$ cat src/rtl/accel_pkg.sv
// Shared definitions for the edge-detection accelerator Avalon-MM master:
// FSM state encoding and default bus/image dimensions.
package accel_pkg;

   // Default Avalon data/pixel width and word address width
   localparam int ACCEL_DW = 16;
   localparam int ACCEL_AW = 16;

   // One job covers a full 32x32 image
   localparam int ACCEL_NUM_PIXELS = 32 * 32;

   // Master FSM states
   localparam logic [1:0] ST_IDLE = 2'd0;
   localparam logic [1:0] ST_RUN  = 2'd1;
   localparam logic [1:0] ST_FIN  = 2'd2;

endpackage

$ cat src/rtl/accel_hold_reg.sv
// One-entry valid/data holding register. A word is accepted only into an
// empty entry and is released by free_i; flush_i discards any held word.
module accel_hold_reg
   import accel_pkg::*;
#(
   parameter int DATA_WIDTH = ACCEL_DW
) (
   input  logic                  clk_i,
   input  logic                  rst_i,
   input  logic                  flush_i,
   input  logic                  load_i,
   input  logic                  free_i,
   input  logic [DATA_WIDTH-1:0] data_i,
   output logic                  valid_o,
   output logic [DATA_WIDTH-1:0] data_o
);

   logic                  valid_q;
   logic [DATA_WIDTH-1:0] data_q;

   // Occupancy: set by a load into an empty entry, cleared by free, flush or reset
   always_ff @(posedge clk_i) begin
      if (rst_i || flush_i) begin
         valid_q <= 1'b0;
      end else if (load_i && !valid_q) begin
         valid_q <= 1'b1;
      end else if (free_i && valid_q) begin
         valid_q <= 1'b0;
      end
   end

   // Payload captured only into an empty entry so it stays stable while presented
   always_ff @(posedge clk_i) begin
      if (load_i && !valid_q) begin
         data_q <= data_i;
      end
   end

   assign valid_o = valid_q;
   assign data_o  = data_q;

endmodule

$ cat src/rtl/avm_pixel_master.sv
// Avalon-MM master of the edge-detection accelerator. A rising edge on go
// starts a job: NUM_PIXELS words are read from IN_BASE+inputAdd_offset,
// streamed to the kernel, and the kernel results are written back to
// OUT_BASE+outputAdd_offset, followed by a one-cycle done pulse.
// Optional feature: define AVM_WAIT_TIMEOUT_EN to enable the waitrequest
// watchdog (TIMEOUT_CYCLES stalled cycles abort the job and set err).
module avm_pixel_master
   import accel_pkg::*;
#(
   parameter int DATA_WIDTH     = ACCEL_DW,
   parameter int ADDRESS_WIDTH  = ACCEL_AW,
   parameter int NUM_PIXELS     = ACCEL_NUM_PIXELS,
   parameter int IN_BASE        = 0,
   parameter int OUT_BASE       = 'h8000,
   parameter int TIMEOUT_CYCLES = 255
) (
   input  logic                     CSI_CLOCK_CLK,
   input  logic                     CSI_CLOCK_RESET,
   input  logic                     go,
   input  logic [ADDRESS_WIDTH-1:0] inputAdd_offset,
   input  logic [ADDRESS_WIDTH-1:0] outputAdd_offset,
   output logic                     done,
   output logic                     busy,
   output logic                     err,
   output logic [ADDRESS_WIDTH-1:0] AVM_AVALONMASTER_ADDRESS,
   output logic                     AVM_AVALONMASTER_READ,
   output logic                     AVM_AVALONMASTER_WRITE,
   input  logic                     AVM_AVALONMASTER_WAITREQUEST,
   input  logic [DATA_WIDTH-1:0]    AVM_AVALONMASTER_READDATA,
   output logic [DATA_WIDTH-1:0]    AVM_AVALONMASTER_WRITEDATA,
   output logic [DATA_WIDTH-1:0]    pix_out_data,
   output logic                     pix_out_valid,
   input  logic                     pix_out_ready,
   input  logic [DATA_WIDTH-1:0]    pix_in_data,
   input  logic                     pix_in_valid,
   output logic                     pix_in_ready
);

   localparam int                       CNT_W      = $clog2(NUM_PIXELS + 1);
   localparam logic [CNT_W-1:0]         NUM_C      = CNT_W'(NUM_PIXELS);
   localparam logic [ADDRESS_WIDTH-1:0] IN_BASE_C  = ADDRESS_WIDTH'(IN_BASE);
   localparam logic [ADDRESS_WIDTH-1:0] OUT_BASE_C = ADDRESS_WIDTH'(OUT_BASE);

   logic [1:0]               state_q, state_d;
   logic                     go_q;
   logic [ADDRESS_WIDTH-1:0] in_off_q, out_off_q, addr_q;
   logic [CNT_W-1:0]         rd_cnt_q, wr_cnt_q;
   logic                     read_q, write_q;
   logic [DATA_WIDTH-1:0]    wdata_q;

   logic                     in_vld, out_vld;
   logic [DATA_WIDTH-1:0]    in_data, out_data;
   logic                     run, start, req_act, rd_done, wr_done;
   logic                     issue_wr, issue_rd, in_accept, out_accept, flush, timeout;

   assign run      = (state_q == ST_RUN);
   assign start    = (state_q == ST_IDLE) && go && !go_q;
   assign req_act  = read_q || write_q;
   assign rd_done  = read_q && !AVM_AVALONMASTER_WAITREQUEST;
   assign wr_done  = write_q && !AVM_AVALONMASTER_WAITREQUEST;
   // Writes drain the result hold first so the kernel is never blocked by reads
   assign issue_wr = run && !req_act && out_vld;
   assign issue_rd = run && !req_act && !out_vld && !in_vld && (rd_cnt_q < NUM_C);

   assign pix_out_valid = in_vld;
   assign pix_out_data  = in_data;
   assign out_accept    = in_vld && pix_out_ready;
   // Hold empty means nothing pending, so wr_cnt alone bounds the result count
   assign pix_in_ready  = run && !out_vld && (wr_cnt_q < NUM_C);
   assign in_accept     = pix_in_ready && pix_in_valid;
   assign flush         = start || timeout;

   assign done = (state_q == ST_FIN);
   assign busy = (state_q != ST_IDLE);

   assign AVM_AVALONMASTER_ADDRESS   = addr_q;
   assign AVM_AVALONMASTER_READ      = read_q;
   assign AVM_AVALONMASTER_WRITE     = write_q;
   assign AVM_AVALONMASTER_WRITEDATA = wdata_q;

   accel_hold_reg #(.DATA_WIDTH(DATA_WIDTH)) u_in_hold (
      .clk_i   (CSI_CLOCK_CLK),
      .rst_i   (CSI_CLOCK_RESET),
      .flush_i (flush),
      .load_i  (rd_done),
      .free_i  (out_accept),
      .data_i  (AVM_AVALONMASTER_READDATA),
      .valid_o (in_vld),
      .data_o  (in_data)
   );

   accel_hold_reg #(.DATA_WIDTH(DATA_WIDTH)) u_out_hold (
      .clk_i   (CSI_CLOCK_CLK),
      .rst_i   (CSI_CLOCK_RESET),
      .flush_i (flush),
      .load_i  (in_accept),
      .free_i  (wr_done),
      .data_i  (pix_in_data),
      .valid_o (out_vld),
      .data_o  (out_data)
   );

`ifdef AVM_WAIT_TIMEOUT_EN
   localparam int              WD_W    = $clog2(TIMEOUT_CYCLES + 1);
   localparam logic [WD_W-1:0] WD_LAST = WD_W'(TIMEOUT_CYCLES - 1);

   logic [WD_W-1:0] wd_q;
   logic            err_q;

   assign timeout = req_act && AVM_AVALONMASTER_WAITREQUEST && (wd_q == WD_LAST);
   assign err     = err_q;

   // Count consecutive stalled cycles of the active request
   always_ff @(posedge CSI_CLOCK_CLK) begin
      if (CSI_CLOCK_RESET) begin
         wd_q <= '0;
      end else if (req_act && AVM_AVALONMASTER_WAITREQUEST && !timeout) begin
         wd_q <= wd_q + 1'b1;
      end else begin
         wd_q <= '0;
      end
   end

   // Sticky error: set by a watchdog abort, cleared by the next job start
   always_ff @(posedge CSI_CLOCK_CLK) begin
      if (CSI_CLOCK_RESET || start) begin
         err_q <= 1'b0;
      end else if (timeout) begin
         err_q <= 1'b1;
      end
   end
`else
   logic unused_timeout_cfg;
   assign unused_timeout_cfg = (TIMEOUT_CYCLES == 0);
   assign timeout            = 1'b0;
   assign err                = 1'b0;
`endif

   // Next-state: run until every result is written and the bus is quiet
   always_comb begin
      state_d = state_q;
      case (state_q)
         ST_IDLE: if (start) state_d = ST_RUN;
         ST_RUN: begin
            if (timeout) begin
               state_d = ST_FIN;
            end else if ((wr_cnt_q == NUM_C) && !req_act) begin
               state_d = ST_FIN;
            end
         end
         ST_FIN:  state_d = ST_IDLE;
         default: state_d = ST_IDLE;
      endcase
   end

   // State register and go edge detector
   always_ff @(posedge CSI_CLOCK_CLK) begin
      if (CSI_CLOCK_RESET) begin
         state_q <= ST_IDLE;
         go_q    <= 1'b0;
      end else begin
         state_q <= state_d;
         go_q    <= go;
      end
   end

   // Job offsets are frozen at start so the slave may change them mid-job
   always_ff @(posedge CSI_CLOCK_CLK) begin
      if (start) begin
         in_off_q  <= inputAdd_offset;
         out_off_q <= outputAdd_offset;
      end
   end

   // Read/write beat counters
   always_ff @(posedge CSI_CLOCK_CLK) begin
      if (CSI_CLOCK_RESET || start) begin
         rd_cnt_q <= '0;
         wr_cnt_q <= '0;
      end else begin
         if (rd_done) rd_cnt_q <= rd_cnt_q + 1'b1;
         if (wr_done) wr_cnt_q <= wr_cnt_q + 1'b1;
      end
   end

   // Bus command: held until waitrequest drops, then idle for one cycle
   always_ff @(posedge CSI_CLOCK_CLK) begin
      if (CSI_CLOCK_RESET) begin
         read_q  <= 1'b0;
         write_q <= 1'b0;
      end else if (timeout || rd_done || wr_done) begin
         read_q  <= 1'b0;
         write_q <= 1'b0;
      end else if (issue_wr) begin
         write_q <= 1'b1;
      end else if (issue_rd) begin
         read_q <= 1'b1;
      end
   end

   // Address/data loaded only at issue, so they stay stable through a stall
   always_ff @(posedge CSI_CLOCK_CLK) begin
      if (issue_wr) begin
         addr_q  <= OUT_BASE_C + out_off_q + ADDRESS_WIDTH'(wr_cnt_q);
         wdata_q <= out_data;
      end else if (issue_rd) begin
         addr_q  <= IN_BASE_C + in_off_q + ADDRESS_WIDTH'(rd_cnt_q);
      end
   end

endmodule
$ cat config.mk
export PLATFORM = sky130hd
export DESIGN_NAME = avm_pixel_master
export DESIGN_NICKNAME = d
export VERILOG_FILES = /design/src/rtl/accel_pkg.sv /design/src/rtl/accel_hold_reg.sv /design/src/rtl/avm_pixel_master.sv
export SDC_FILE = /design/constraint.sdc
export NUM_CORES = 1
export LEC_CHECK = 0
export BUFFER_PORTS_ARGS = -buffer_cell sky130_fd_sc_hd__buf_2
export CAP_MARGIN = 20
export CORE_MARGIN = 2
export CORE_UTILIZATION = 58
export CTS_CLUSTER_SIZE = 40
export DETAILED_ROUTE_END_ITERATION = 10
export HOLD_SLACK_MARGIN = 0.06
export PLACE_DENSITY = 0.87
export SLEW_MARGIN = 25
export SYNTH_ARGS = -nofsm -noshare
export SYNTH_HDL_FRONTEND = slang
export SYNTH_SLANG_ARGS = --single-unit
export TNS_END_PERCENT = 20
$ cat constraint.sdc
create_clock -name CSI_CLOCK_CLK -period 8 [get_ports CSI_CLOCK_CLK]
set_input_delay 1.2 -clock CSI_CLOCK_CLK [delete_from_list [all_inputs] [get_ports CSI_CLOCK_CLK]]
set_output_delay 1.2 -clock CSI_CLOCK_CLK [all_outputs]
set_load 0.02 [all_outputs]
Word level (Yosys, flattened, before mapping) --
Index checks and enable logic that the tools add are counted.
Operators by class: add/sub/neg operators 5, $lt $le $gt $ge 2, equal/unequal tests 5, mux-type cells 9, bitwise operators 1, reduce and logical (&&, ||, !) cells 34
Operators with widths (number):
- 16-bit by 11-bit adder with 16-bit output | 2
- 16-bit two-way mux | 2
- 11-bit by 1-bit adder with 11-bit output (second input constant) | 2
- 11-bit less-than comparator (second input constant) | 2
- 1-bit logical AND | 18
- 16-bit adder (first input constant) | 1
- 11-bit equality test (second input constant) | 1
- 2-bit nonzero test | 4
- 1-bit logical NOT | 5
- 1-bit two-way mux | 4
- 2-bit two-way mux | 2
- 2-bit case mux with 2 select lines | 1
- 2-bit AND reduction | 2
- 1-bit logical OR | 3
- 2-bit by 1-bit equality test with 1-bit output (second input constant) | 1
- 2-bit equality test (second input constant) | 1
- 2-bit logical NOT | 1
- 2-bit by 1-bit != test with 1-bit output (second input constant) | 1
- 2-bit != test (second input constant) | 1
- 2-bit OR reduction | 1
- 1-bit NOT | 1
Storage, ports and cells: bits in registers 125, output and inout bits 55, word-level logic and storage cells 70

Logic depth before layout (Yosys ltp) --
Gate-level depths: netlist (run 1).
depth after elaboration 8, depth in mapped cells 8, depth with buffers taken out 8

Cells and area by module --
A second synthesis (run 1) with hierarchy kept.
Unflattened totals: cells, all modules 430, area total of the unflattened synthesis 5532.8 µm²
By module, submodules not included:
- avm_pixel_master | times used 1, cells an instance 390, area each 4486.8 µm², sequential area each 2462.4 µm²
- accel_hold_reg | times used 2, cells an instance 20, area each 523.0 µm², sequential area each 500.5 µm²

Worst setup path after synthesis (run 1) --
OpenSTA, ideal clock, no wires.
path type input-to-reg, start input port go, end register rd_cnt_q[0], library setup time 0.117 ns, arrival time 3.172 ns, path slack 4.711 ns, cell stages on the path 5, buffers on the path 2, path through nor3b_2 or2_2 buf_2 buf_2 nor2_1
On the way: longest elaborated chain between the ends 3
RTL lines:
- start: declaration | line avm_pixel_master.sv:19 | input logic go,
- 1-bit logical AND (2 in a row) | line avm_pixel_master.sv:57 | assign start = (state_q == ST_IDLE) && go && !go_q;
- 1-bit logical OR | line avm_pixel_master.sv:177 | if (CSI_CLOCK_RESET || start) begin
- end signal: assignment | line avm_pixel_master.sv:181 | if (rd_done) rd_cnt_q <= rd_cnt_q + 1'b1;
- end: declaration | line avm_pixel_master.sv:47 | logic [CNT_W-1:0] rd_cnt_q, wr_cnt_q;
Every way passes these cells. A chain may end at the register's enable or synchronous reset.

Worst setup path in the final report (run 1) --
start register state_q[0], end output port pix_in_ready
On the way: longest elaborated chain between the ends 3
RTL lines:
- start: declaration | line avm_pixel_master.sv:44 | logic [1:0] state_q, state_d;
- start signal: assignment | line avm_pixel_master.sv:162 | state_q <= state_d;
- 2-bit by 1-bit equality test with 1-bit output | line avm_pixel_master.sv:56 | assign run = (state_q == ST_RUN);
- 1-bit logical AND (2 in a row) | line avm_pixel_master.sv:69 | assign pix_in_ready = run && !out_vld && (wr_cnt_q < NUM_C);
- end: declaration | line avm_pixel_master.sv:36 | output logic pix_in_ready
Every way passes these cells.

==> results of run 1 <==
## per-stage QoR
step	cells	worst slack, ps
floorplan	452	4711
finish	725	5068
global placement	693	5327
detailed placement	693	5201
CTS	725	5081
global route	725	5033
## area by class of cell
| class | count | area [um2] |
|---|---|---|
| inverter | 8 | 30.03 |
| sequential | 125 | 3463 |
| multi-input combinational | 306 | 2086 |
| timing repair buffer | 125 | 630.6 |
| clock inverter | 15 | 165.2 |
| tap | 129 | 161.4 |
| fill | 560 | 2377 |
| clock buffer | 17 | 414.1 |
## per-layer routing
metal / vias up / GRT usage, %
li1: 1931 / -
met3: 37 / 5.763
met1: 2025 / 31.75
met2: 241 / 42.58
met5: - / 0
met4: 0 / 11.08
## power by group
group	switching, mW	internal (mW)
sequential	0.0118	0.729
combinational	0.0680	0.0406
clock	0.320	0.430
## synth_stat cells, types with 2 or more instances
library cell | number | area share (%)
a21oi_1 | 25 | 2.2
o211ai_1 | 6 | 0.80
a41oi_1 | 2 | 0.31
and2_1 | 4 | 0.44
o21bai_1 | 2 | 0.27
nor2b_1 | 11 | 1.2
o21a_1 | 2 | 0.27
a21o_1 | 2 | 0.27
a211oi_1 | 5 | 0.67
a2bb2oi_1 | 3 | 0.47
xor2_1 | 21 | 3.3
nor4_1 | 2 | 0.22
inv_1 | 7 | 0.47
nor2_1 | 50 | 3.3
mux2i_1 | 9 | 1.6
fa_1 | 2 | 0.71
nand4_1 | 5 | 0.55
and3_1 | 5 | 0.55
or2_2 | 5 | 0.55
dfxtp_1 | 29 | 10
nand2_1 | 30 | 2.0
a31oi_1 | 4 | 0.44
a211o_1 | 2 | 0.31
or3_1 | 3 | 0.33
nor3_1 | 2 | 0.18
xnor2_1 | 18 | 2.8
clkbuf_1 | 3 | 0.20
buf_2 | 7 | 0.62
edfxtp_1 | 96 | 51
ha_1 | 25 | 5.5
o21ai_0 | 17 | 1.5
nand3_1 | 17 | 1.5
o21ai_2 | 2 | 0.31
## flip-flops by register name (all words and copies together) (netlist names)
register	flops
u_in_hold.valid_o	1
u_out_hold.valid_o	1
rd_cnt_q	11
AVM_AVALONMASTER_WRITEDATA	16
go_q	1
state_q	2
AVM_AVALONMASTER_READ	1
AVM_AVALONMASTER_WRITE	1
AVM_AVALONMASTER_ADDRESS	16
wr_cnt_q	11
out_off_q	16
u_out_hold.data_o	16
u_in_hold.data_o	16
in_off_q	16
## logic make-up after synthesis
logic type               synth area share [%]
XOR/XNOR                                6.053
multiplexers                            1.597
flip-flops                              61.37
AO/OA/AOI/OAI                           9.934
adder cells (fa/ha/maj)                 6.253
buffers and inverters                   1.774
other                                 0.06646
AND/OR/NAND/NOR                         12.95
## final timing paths
path / from / endpoint / slack (ps) / cells past startpoint
setup reg to reg: out_off_q[0]$_DFFE_PP_ / AVM_AVALONMASTER_ADDRESS[12]$_DFFE_PP_ / 5190 / 8
setup / recovery: state_q[0]$_SDFFE_PP0P_ / pix_in_ready / 5070 / 4
hold reg to reg: u_out_hold.data_o[5]$_DFFE_PP_ / AVM_AVALONMASTER_WRITEDATA[5]$_DFFE_PP_ / 420 / 0
hold / removal: u_out_hold.data_o[5]$_DFFE_PP_ / AVM_AVALONMASTER_WRITEDATA[5]$_DFFE_PP_ / 420 / 0
## cells in the final DEF (no fill, tap or decap), types with 2 or more instances in the layout
cell        count
a21oi_1        25
o211ai_1        6
nand2_1        30
and2_1          4
o21bai_1        2
a2bb2oi_1       3
dfxtp_1        29
nand4_1         5
o21a_1          2
a31oi_1         4
a211o_1         2
nor2b_1        11
mux2i_1         9
nand3_1        17
o21ai_2         2
o21ai_0        17
nor4_1          2
and3_1          5
ha_1           25
a211oi_1        5
fa_1            2
edfxtp_1       96
buf_2         123
a21o_1          2
nor2_1         50
clkinvlp_4      2
xnor2_1        18
nor3_1          2
or3_1           3
xor2_1         21
inv_1           7
inv_6           6
or2_2           5
inv_8           6
buf_4           2
clkbuf_16      16
a41oi_1         2
==> summary.md, run 1 <==
| Metric | Value |
|---|---|
| Final Util | `74.51%` |
| Clock tree buffer depth | `2` |
| Die width | `102.6 um` |
| Syn Inst Count | `452` |
| Placer Congestion | `0.9239` |
| Yosys warns | `0` |
| Placed Area | `0.006371 mm2` |
| Hold crit path type | `flop to flop` |
| Total chip power | `1.600 mW` |
| Asr flop ratio synth | `0%` |
| CP startpoint kind | `flop` |
| Initial core utilization | `60.50%` |
| Main synth FF type | `edfxtp_1` |
| Pleak | `2.746 nW` |
| ANT cells | `0` |
| CP required | `6800 ps` |
| GRT Residual Overflow | `0` |
| Die area | `0.01053 mm2` |
| Post-CTS resize count | `0` |
| Total wire length | `13.20 mm` |
| Number of global-route vias before repair | `4,016` |
| Top sig layer | `met4` |
| # setup viols final | `0` |
| DP HPWL | `8.740 mm` |
| Critical path arrival | `1730 ps` |
| H-tree depth | `4` |
| Overall Global Routing Usage | `25.40%` |
| Chip height | `102.6 um` |
| Synthesized flop and latch total | `125` |
| Final period utilization | `36.65%` |
| Largest fanout on the critical path | `4` |
| Antenna Nets Post-Route | `0` |
| Input/output buffers | `123` |
| CP max-delay cell | `dfxtp_1` |
| Vias/cell | `5.840` |
| Drc violations | `0` |
| Synthesized area | `0.005643 mm2` |
| Ports | `125` |
| Worst path max stage delay | `360 ps` |
| Synthesized Nets | `549` |
| Core ar. | `0.009328 mm2` |
| Via count | `4,234` |
| First-pass GRT wire length | `19.88 mm` |
| Initial antenna violation count | `0` |
| Setup repair after global routing missed its margin | `false` |
| Post-synth cell types | `62` |
| Num rows | `35` |
| Wire per inst | `18.21 um` |
| Final instance area | `0.006950 mm2` |
| # Post-CTS Setup Buffers | `0` |
| Fin. max-slew vios | `0` |
| Worst vdd ir | `0.0001489 V` |
| Area Overhead vs Synth | `23.17%` |
| Met3 wire len | `1.048 mm` |
| Final Hold Violating Endpoints | `0` |
| Hold Slack | `415.0 ps` |
| Number of synthesized flops with an enable pin | `96` |
| Post-route met1 wirelength | `5.134 mm` |
| Clock transition at the registers of the reported paths | `70 ps` |
| Clock Latency Late Sink | `530 ps` |
| Maxcap violations | `0` |
| Crit Path Class | `flop to output port` |
| Synth Area per Inst | `12.48 um2` |
| CTS tree | `yes` |
| CP top delay family | `simple AND/OR/NAND/NOR gates` |
| Layout cell share with drive strength beyond 1 | `29.53%` |
| Register area share after synthesis | `61.37%` |
| Worst slew pin tran | `763.0 ps` |
| Clock Sinks | `125` |
| Fmax | `0.3411 GHz` |
| Cts hold-fix bufs | `0` |
| Total CTS buffers | `17` |
| Slew HR | `49.13%` |
| Crit. End Element | `output port` |
| Clock skew | `8.770 ps` |
| Status | `finished clean` |
| Critical-path cell list | `nor2b_1, nand2b_1, nor2_1, buf_2` |
| Tmin final | `2932 ps` |
| CTS root buf | `clkbuf_8` |
| Met2 WL | `6.743 mm` |
| Post-Route Setup TNS | `0 ps` |
| Power Dens Cells | `230.2 mW/mm2` |
| Worst path bufs/invs | `1` |
| Drt pass-1 iters | `5` |
| Final net count | `680` |
| Largest net degree at the start of global routing | `35` |
| Drt initial violations | `270` |
Note: power is estimated with default switching activity, not from simulation.
==> run 2: changes to the inputs <==
--- a/config.mk
+++ b/config.mk
@@ -8,11 +8,11 @@
 export BUFFER_PORTS_ARGS = -buffer_cell sky130_fd_sc_hd__buf_2
 export CAP_MARGIN = 20
 export CORE_MARGIN = 2
-export CORE_UTILIZATION = 58
+export CORE_UTILIZATION = 54
 export CTS_CLUSTER_SIZE = 40
 export DETAILED_ROUTE_END_ITERATION = 10
 export HOLD_SLACK_MARGIN = 0.06
-export PLACE_DENSITY = 0.87
+export PLACE_DENSITY = 0.82
 export SLEW_MARGIN = 25
 export SYNTH_ARGS = -nofsm -noshare
 export SYNTH_HDL_FRONTEND = slang
==> constraint.sdc (replaced) <==
create_clock -name CSI_CLOCK_CLK -period 3.05 [get_ports CSI_CLOCK_CLK]
set_input_delay 0.4575 -clock CSI_CLOCK_CLK [delete_from_list [all_inputs] [get_ports CSI_CLOCK_CLK]]
set_output_delay 0.4575 -clock CSI_CLOCK_CLK [all_outputs]
set_load 0.02 [all_outputs]
==> run 2 against run 1 <==
Critical endpoint is now AVM_AVALONMASTER_ADDRESS[12]$_DFFE_PP_; first-iteration DRC count is 12% lower; highest routed layer unchanged; die area is 7.1% higher; sequential power increased to 2.6 times the previous value; routed wire length decreased by 6.4%; largest power group is now sequential cells; clock power increased by 140%; power grew 150%.
==> summary.md, run 2 (synthesis results as in run 1) <==
| Metric | Value |
|---|---|
| Worst vdd ir | `0.0003023 V` |
| Antenna Nets Post-Route | `0` |
| ANT cells | `0` |
| CP startpoint kind | `flop` |
| R2r setup slk | `380 ps` |
| Power Dens Cells | `577.4 mW/mm2` |
| Total wire length | `12.35 mm` |
| Clock Latency Late Sink | `530 ps` |
| Fin. max-slew vios | `0` |
| H-tree depth | `4` |
| Initial core utilization | `55.15%` |
| Number of global-route vias before repair | `4,021` |
| Sequential Power Share | `48.7%` |
| # setup viols final | `0` |
| Final period utilization | `87.45%` |
| R2R Path End | `AVM_AVALONMASTER_ADDRESS[12]$_DFFE_PP_` |
| Commonest cells after routing, fill and taps aside | `buf_2, edfxtp_1, nor2_1` |
| Drt pass-1 iters | `4` |
| Core ar. | `0.01023 mm2` |
| Reg2reg start | `out_off_q[0]$_DFFE_PP_` |
| CTS tree | `yes` |
| Setup repair after global routing missed its margin | `false` |
| P_sw | `0.9650 mW` |
| Critical path arrival | `2930 ps` |
| First-pass GRT wire length | `19.54 mm` |
| Drt initial violations | `237` |
| Overall Global Routing Usage | `22.72%` |
| Total CTS buffers | `17` |
| Worst setup path end | `AVM_AVALONMASTER_ADDRESS[12]$_DFFE_PP_` |
| Die area | `0.01128 mm2` |
| Cts hold-fix bufs | `0` |
| DP HPWL | `8.816 mm` |
| Pleak | `2.715 nW` |
| Maxcap violations | `0` |
| Fmax | `0.3749 GHz` |
| Layout cell share with drive strength beyond 1 | `29.26%` |
| Initial antenna violation count | `0` |
| Slew HR | `51.31%` |
| Hold crit path type | `input pin to flop` |
| Placer Congestion | `0.8597` |
| Crit. End Element | `flop` |
| Num rows | `37` |
| Setup WS pre-CTS | `506.9 ps` |
| Via count | `4,014` |
| Largest net degree at the start of global routing | `28` |
| CP required | `3320 ps` |
| Die width | `106.2 um` |
| Wire per inst | `16.83 um` |
| Total chip power | `3.997 mW` |
| Status | `finished clean` |
| Final net count | `682` |
| # Post-CTS Setup Buffers | `0` |
| Switching fraction of total power | `24.15%` |
| Commonest non-fill, non-tap cell in the layout | `buf_2` |
| CTS root buf | `clkbuf_8` |
| Worst slew pin tran | `730.3 ps` |
| Worst setup margin | `382.7 ps` |
| Largest fanout on the critical path | `4` |
| Pint | `3.032 mW` |
| Filler cells | `722` |
| Tmin final | `2667 ps` |
| GRT Residual Overflow | `0` |
| Crit Path Class | `flop to flop` |
| Input/output buffers | `123` |
| Final Util | `67.65%` |
| Post-CTS resize count | `0` |
| Chip height | `106.2 um` |
| Worst Setup SP | `out_off_q[0]$_DFFE_PP_` |
| Combinational power share | `7.0%` |
| Clock share of power | `44.3%` |
| Placed cell count | `702` |
| Post-Route Setup TNS | `0 ps` |
| Area Overhead vs Synth | `22.66%` |
| Clock tree buffer depth | `2` |
| FF-to-FF path depth | `8` |
| Clock transition at the registers of the reported paths | `60 ps` |
| Fin cells | `734` |
| Clock Sinks | `125` |
| Drc violations | `0` |
| Ports | `125` |
| Final Hold Violating Endpoints | `0` |
| Clock skew | `13.08 ps` |
| Vias/cell | `5.469` |
## run 2: worst min-delay path by stage
| stage | startpoint | end | slack, ps | cells past startpoint |
|---|---|---|---|---|
| global placement | u_out_hold.data_o[1]$_DFFE_PP_ | AVM_AVALONMASTER_WRITEDATA[1]$_DFFE_PP_ | 400 | 0 |
| floorplan | u_out_hold.data_o[0]$_DFFE_PP_ | AVM_AVALONMASTER_WRITEDATA[0]$_DFFE_PP_ | 400 | 0 |
| CTS | AVM_AVALONMASTER_READDATA[1] | u_in_hold.data_o[1]$_DFFE_PP_ | 80 | 1 |
| global route | AVM_AVALONMASTER_READDATA[1] | u_in_hold.data_o[1]$_DFFE_PP_ | 80 | 1 |
| finish | AVM_AVALONMASTER_READDATA[7] | u_in_hold.data_o[7]$_DFFE_PP_ | 100 | 1 |
| detailed placement | u_out_hold.data_o[2]$_DFFE_PP_ | AVM_AVALONMASTER_WRITEDATA[2]$_DFFE_PP_ | 410 | 0 |
## run 2: area by class of cell
class	instances	area, um2	area share (%)
clock buffers	19	421.7	6.092
clock inverters	13	105.1	1.518
inverters	8	30.03	0.4338
multi-input cells	306	2086	30.13
flip-flops and latches	125	3463	50.04
well taps	136	170.2	2.458
repair buffers	127	645.6	9.328
## run 2: power groups by stage
stage	logic [mW]	registers [mW]	clock network, mW
floorplan	0.134	2.00	0
global placement	0.265	1.98	0
detailed placement	0.277	1.98	0
CTS	0.280	1.95	1.80
global route	0.303	1.95	1.88
finish	0.279	1.95	1.77
## run 2: worst max-delay path, stage by stage, from the launching register on
cell,delay [ps]
edfxtp_1,370
ha_1,230
fa_1,430
a211oi_1,380
o21ai_0,190
and2_1,230
a221oi_2,290
xor2_1,200
mux2i_1,90
## run 2: metrics by stage
stage / cell area [um2] / hold slack, ps
2_1_floorplan: 5643 / 400.3
3_3_place_gp: 6395 / 401.5
3_5_place_dp: 6395 / 405.4
4_1_cts: 6922 / 78.25
5_1_grt: 6922 / 76.27
6_report: 6922 / 99.31
## run 2: per-layer routing
metal | GRT usage (%) | part of all wire, % | up-vias
met1 | 27.05 | 40 | 1894
li1 | - | - | 1939
met5 | 0 | 0 | -
met3 | 5.825 | 5.4 | 20
met2 | 39.01 | 53 | 161
met4 | 9.774 | 1.8 | 0
==> run 3: changes to the inputs <==
--- a/config.mk
+++ b/config.mk
@@ -16,5 +16,6 @@
 export SLEW_MARGIN = 25
 export SYNTH_ARGS = -nofsm -noshare
 export SYNTH_HDL_FRONTEND = slang
+export SYNTH_HIERARCHICAL = 1
 export SYNTH_SLANG_ARGS = --single-unit
 export TNS_END_PERCENT = 20
==> run 3 against run 2 <==
Design area is 0.47% lower; routed wire length shrank 7.2%; synthesized area shrank 2.0%; sequential power barely moved; largest cell class unchanged; highest routed layer unchanged; setup slack better by 140 ps.
==> summary.md, run 3 <==
| Metric | Value |
|---|---|
| Status | `finished clean` |
| Die width | `105.2 um` |
| Largest fanout on the critical path | `3` |
| Input/output buffers | `123` |
| Yosys top cell area share | `52.10%` |
| Clock transition at the registers of the reported paths | `60 ps` |
| Fin. max-slew vios | `0` |
| Initial antenna violation count | `0` |
| Post-synth cell types | `56` |
| Drt initial violations | `195` |
| Drt pass-1 iters | `5` |
| Final Hold Violating Endpoints | `0` |
| Vias/cell | `5.437` |
| Syn Inst Count | `430` |
| Num rows | `36` |
| Clock Latency Late Sink | `520 ps` |
| Fmax | `0.3951 GHz` |
| P_sw | `0.9934 mW` |
| CP startpoint kind | `flop` |
| Main synth FF type | `edfxtp_1` |
| Placer Congestion | `0.8747` |
| FF/Latch Area | `0.003463 mm2` |
| # Post-CTS Setup Buffers | `0` |
| Commonest non-fill, non-tap cell in the layout | `buf_2` |
| Final period utilization | `82.98%` |
| CTS root buf | `clkbuf_8` |
| Worst vdd ir | `0.0003433 V` |
| Most frequent cell after synthesis | `edfxtp_1` |
| Crit. End Element | `flop` |
| Via count | `3,893` |
| Critical path arrival | `2790 ps` |
| Largest net degree at the start of global routing | `37` |
| Setup repair after global routing missed its margin | `false` |
| Cts hold-fix bufs | `0` |
| Register area share after synthesis | `62.60%` |
| Post-CTS resize count | `0` |
| Area Overhead vs Synth | `24.51%` |
| Synth Area per Inst | `12.87 um2` |
| Slew HR | `59.48%` |
| Pleak | `2.714 nW` |
| Ports | `125` |
| Number of synthesized flops with an enable pin | `96` |
| First-pass GRT wire length | `18.26 mm` |
| CP required | `3310 ps` |
| Total CTS buffers | `17` |
| Worst slew pin tran | `606.5 ps` |
| Yosys warns | `6` |
| Power Dens Cells | `597.5 mW/mm2` |
| Pint | `3.123 mW` |
| Wire per inst | `16.01 um` |
| Most frequent cells after synthesis | `edfxtp_1, nor2_1, dfxtp_1` |
| Chip height | `105.2 um` |
| Synthesized flop and latch total | `125` |
| Clock skew | `6.135 ps` |
| Final net count | `667` |
| Tmin final | `2531 ps` |
| Synth area leaders | `edfxtp_1, dfxtp_1, ha_1, xnor2_1, nor2_1` |
| Layout cell share with drive strength beyond 1 | `30.02%` |
| Total wire length | `11.46 mm` |
| ANT cells | `0` |
| Overall Global Routing Usage | `21.47%` |
| Switching fraction of total power | `24.14%` |
| Filler cells | `697` |
| Post-Route Setup TNS | `0 ps` |
| Clock Sinks | `125` |
| Initial core utilization | `56.09%` |
| Synthesized Nets | `527` |
| Antenna Nets Post-Route | `0` |
| Sequential Power Share | `47.2%` |
| Drc violations | `0` |
| # setup viols final | `0` |
| CTS tree | `yes` |
| Die area | `0.01107 mm2` |
| Multi-input logic area | `0.002017 mm2` |
| Dominant cell type by area after synthesis | `edfxtp_1` |
| GRT Residual Overflow | `0` |
| Core ar. | `0.009864 mm2` |
| Synthesized area | `0.005533 mm2` |
| Asr flop ratio synth | `0%` |
| DP HPWL | `8.294 mm` |
| Maxcap violations | `0` |
| Combinational power share | `6.6%` |
| Number of global-route vias before repair | `3,753` |
| Commonest cells after routing, fill and taps aside | `buf_2, edfxtp_1, nor2_1` |
| Hold crit path type | `input pin to flop` |
| Crit Path Class | `flop to flop` |
| Clock share of power | `46.2%` |
| H-tree depth | `4` |
| Clock tree buffer depth | `2` |
| Hold Slack | `104.8 ps` |
==> run 3: cell count changes in the layout (fill, tap and decap cells not counted), moves of 4 or more <==
cell      delta
nor2b_1      -6
o211ai_1     -4
nor3_1       +6
o21ai_0      -4
xnor2_1      +7
or2_2        -4
==> run 3: kinds of logic (layout without fill, tap and decap cells) <==
kind of cell,Yosys count,count (layout),share of synthesized area (%)
XOR/XNOR,43,43,6.807
AND/OR/NAND/NOR,129,129,10.90
AO/OA/AOI/OAI,81,81,10.29
buffers and inverters,14,167,1.153
adder cells (fa/ha/maj),27,27,6.377
flip-flops,125,125,62.60
other,1,1,0.06778
multiplexers,10,10,1.809
==> run 3: final cells by class <==
| class | count | area share [%] |
|---|---|---|
| Tap cell | 133 | 2.416 |
| Clock inverter | 15 | 2.216 |
| Multi-Input combinational cell | 291 | 29.28 |
| Timing Repair Buffer | 127 | 9.372 |
| Sequential cell | 125 | 50.27 |
| Clock buffer | 17 | 6.012 |
| Inverter | 8 | 0.4359 |
==> run 3: final timing paths <==
check / startpoint / end / cells past startpoint / slack, ps
max reg2reg: in_off_q[0]$_DFFE_PP_ / AVM_AVALONMASTER_ADDRESS[8]$_DFFE_PP_ / 8 / 520
min reg2reg: u_out_hold/data_o[11]$_DFFE_PP_ / AVM_AVALONMASTER_WRITEDATA[11]$_DFFE_PP_ / 0 / 420
max: in_off_q[0]$_DFFE_PP_ / AVM_AVALONMASTER_ADDRESS[8]$_DFFE_PP_ / 8 / 520
min: inputAdd_offset[3] / in_off_q[3]$_DFFE_PP_ / 1 / 100
==> run 3: per-stage QoR <==
step / instance area, um2 / util, % / power, mW / setup slack (ps) / std cells
floorplan: 5538 / - / 2.130 / 298.6 / 430
global placement: 6322 / 64.09 / 2.238 / 635.3 / 684
detailed placement: 6322 / 64.09 / 2.248 / 536.0 / 684
CTS: 6889 / 69.84 / 4.152 / 516.5 / 716
global route: 6889 / 69.84 / 4.261 / 311.9 / 716
finish: 6889 / 69.84 / 4.116 / 519.3 / 716
==> run 3: worst max-delay path: stages, from the launching register on <==
cell       delay [ps]
edfxtp_1          370
ha_1              250
fa_1              440
a211oi_1          220
o21bai_1          140
a2111oi_0         480
nor3_1            140
xnor2_1           150
mux2i_1            80
==> run 3: per-layer routing <==
| layer | vias to the layer above | part of all wire, % | track usage (%) | routed length [um] |
|---|---|---|---|---|
| met1 | 1847 | 44 | 27.53 | 5081 |
| li1 | 1876 | - | - | - |
| met5 | - | 0 | 0 | 0 |
| met3 | 16 | 6.1 | 5.937 | 697 |
| met2 | 154 | 48 | 34.98 | 5506 |
| met4 | 0 | 1.5 | 7.905 | 176 |
==> run 3: power groups by stage <==
stage	clock, mW	sequential [mW]	combinational (mW)
after floorplan	0	2.01	0.125
after global placement	0	1.98	0.261
after detailed placement	0	1.98	0.269
after CTS	1.94	1.94	0.272
after global routing	2.02	1.95	0.295
final	1.90	1.94	0.270
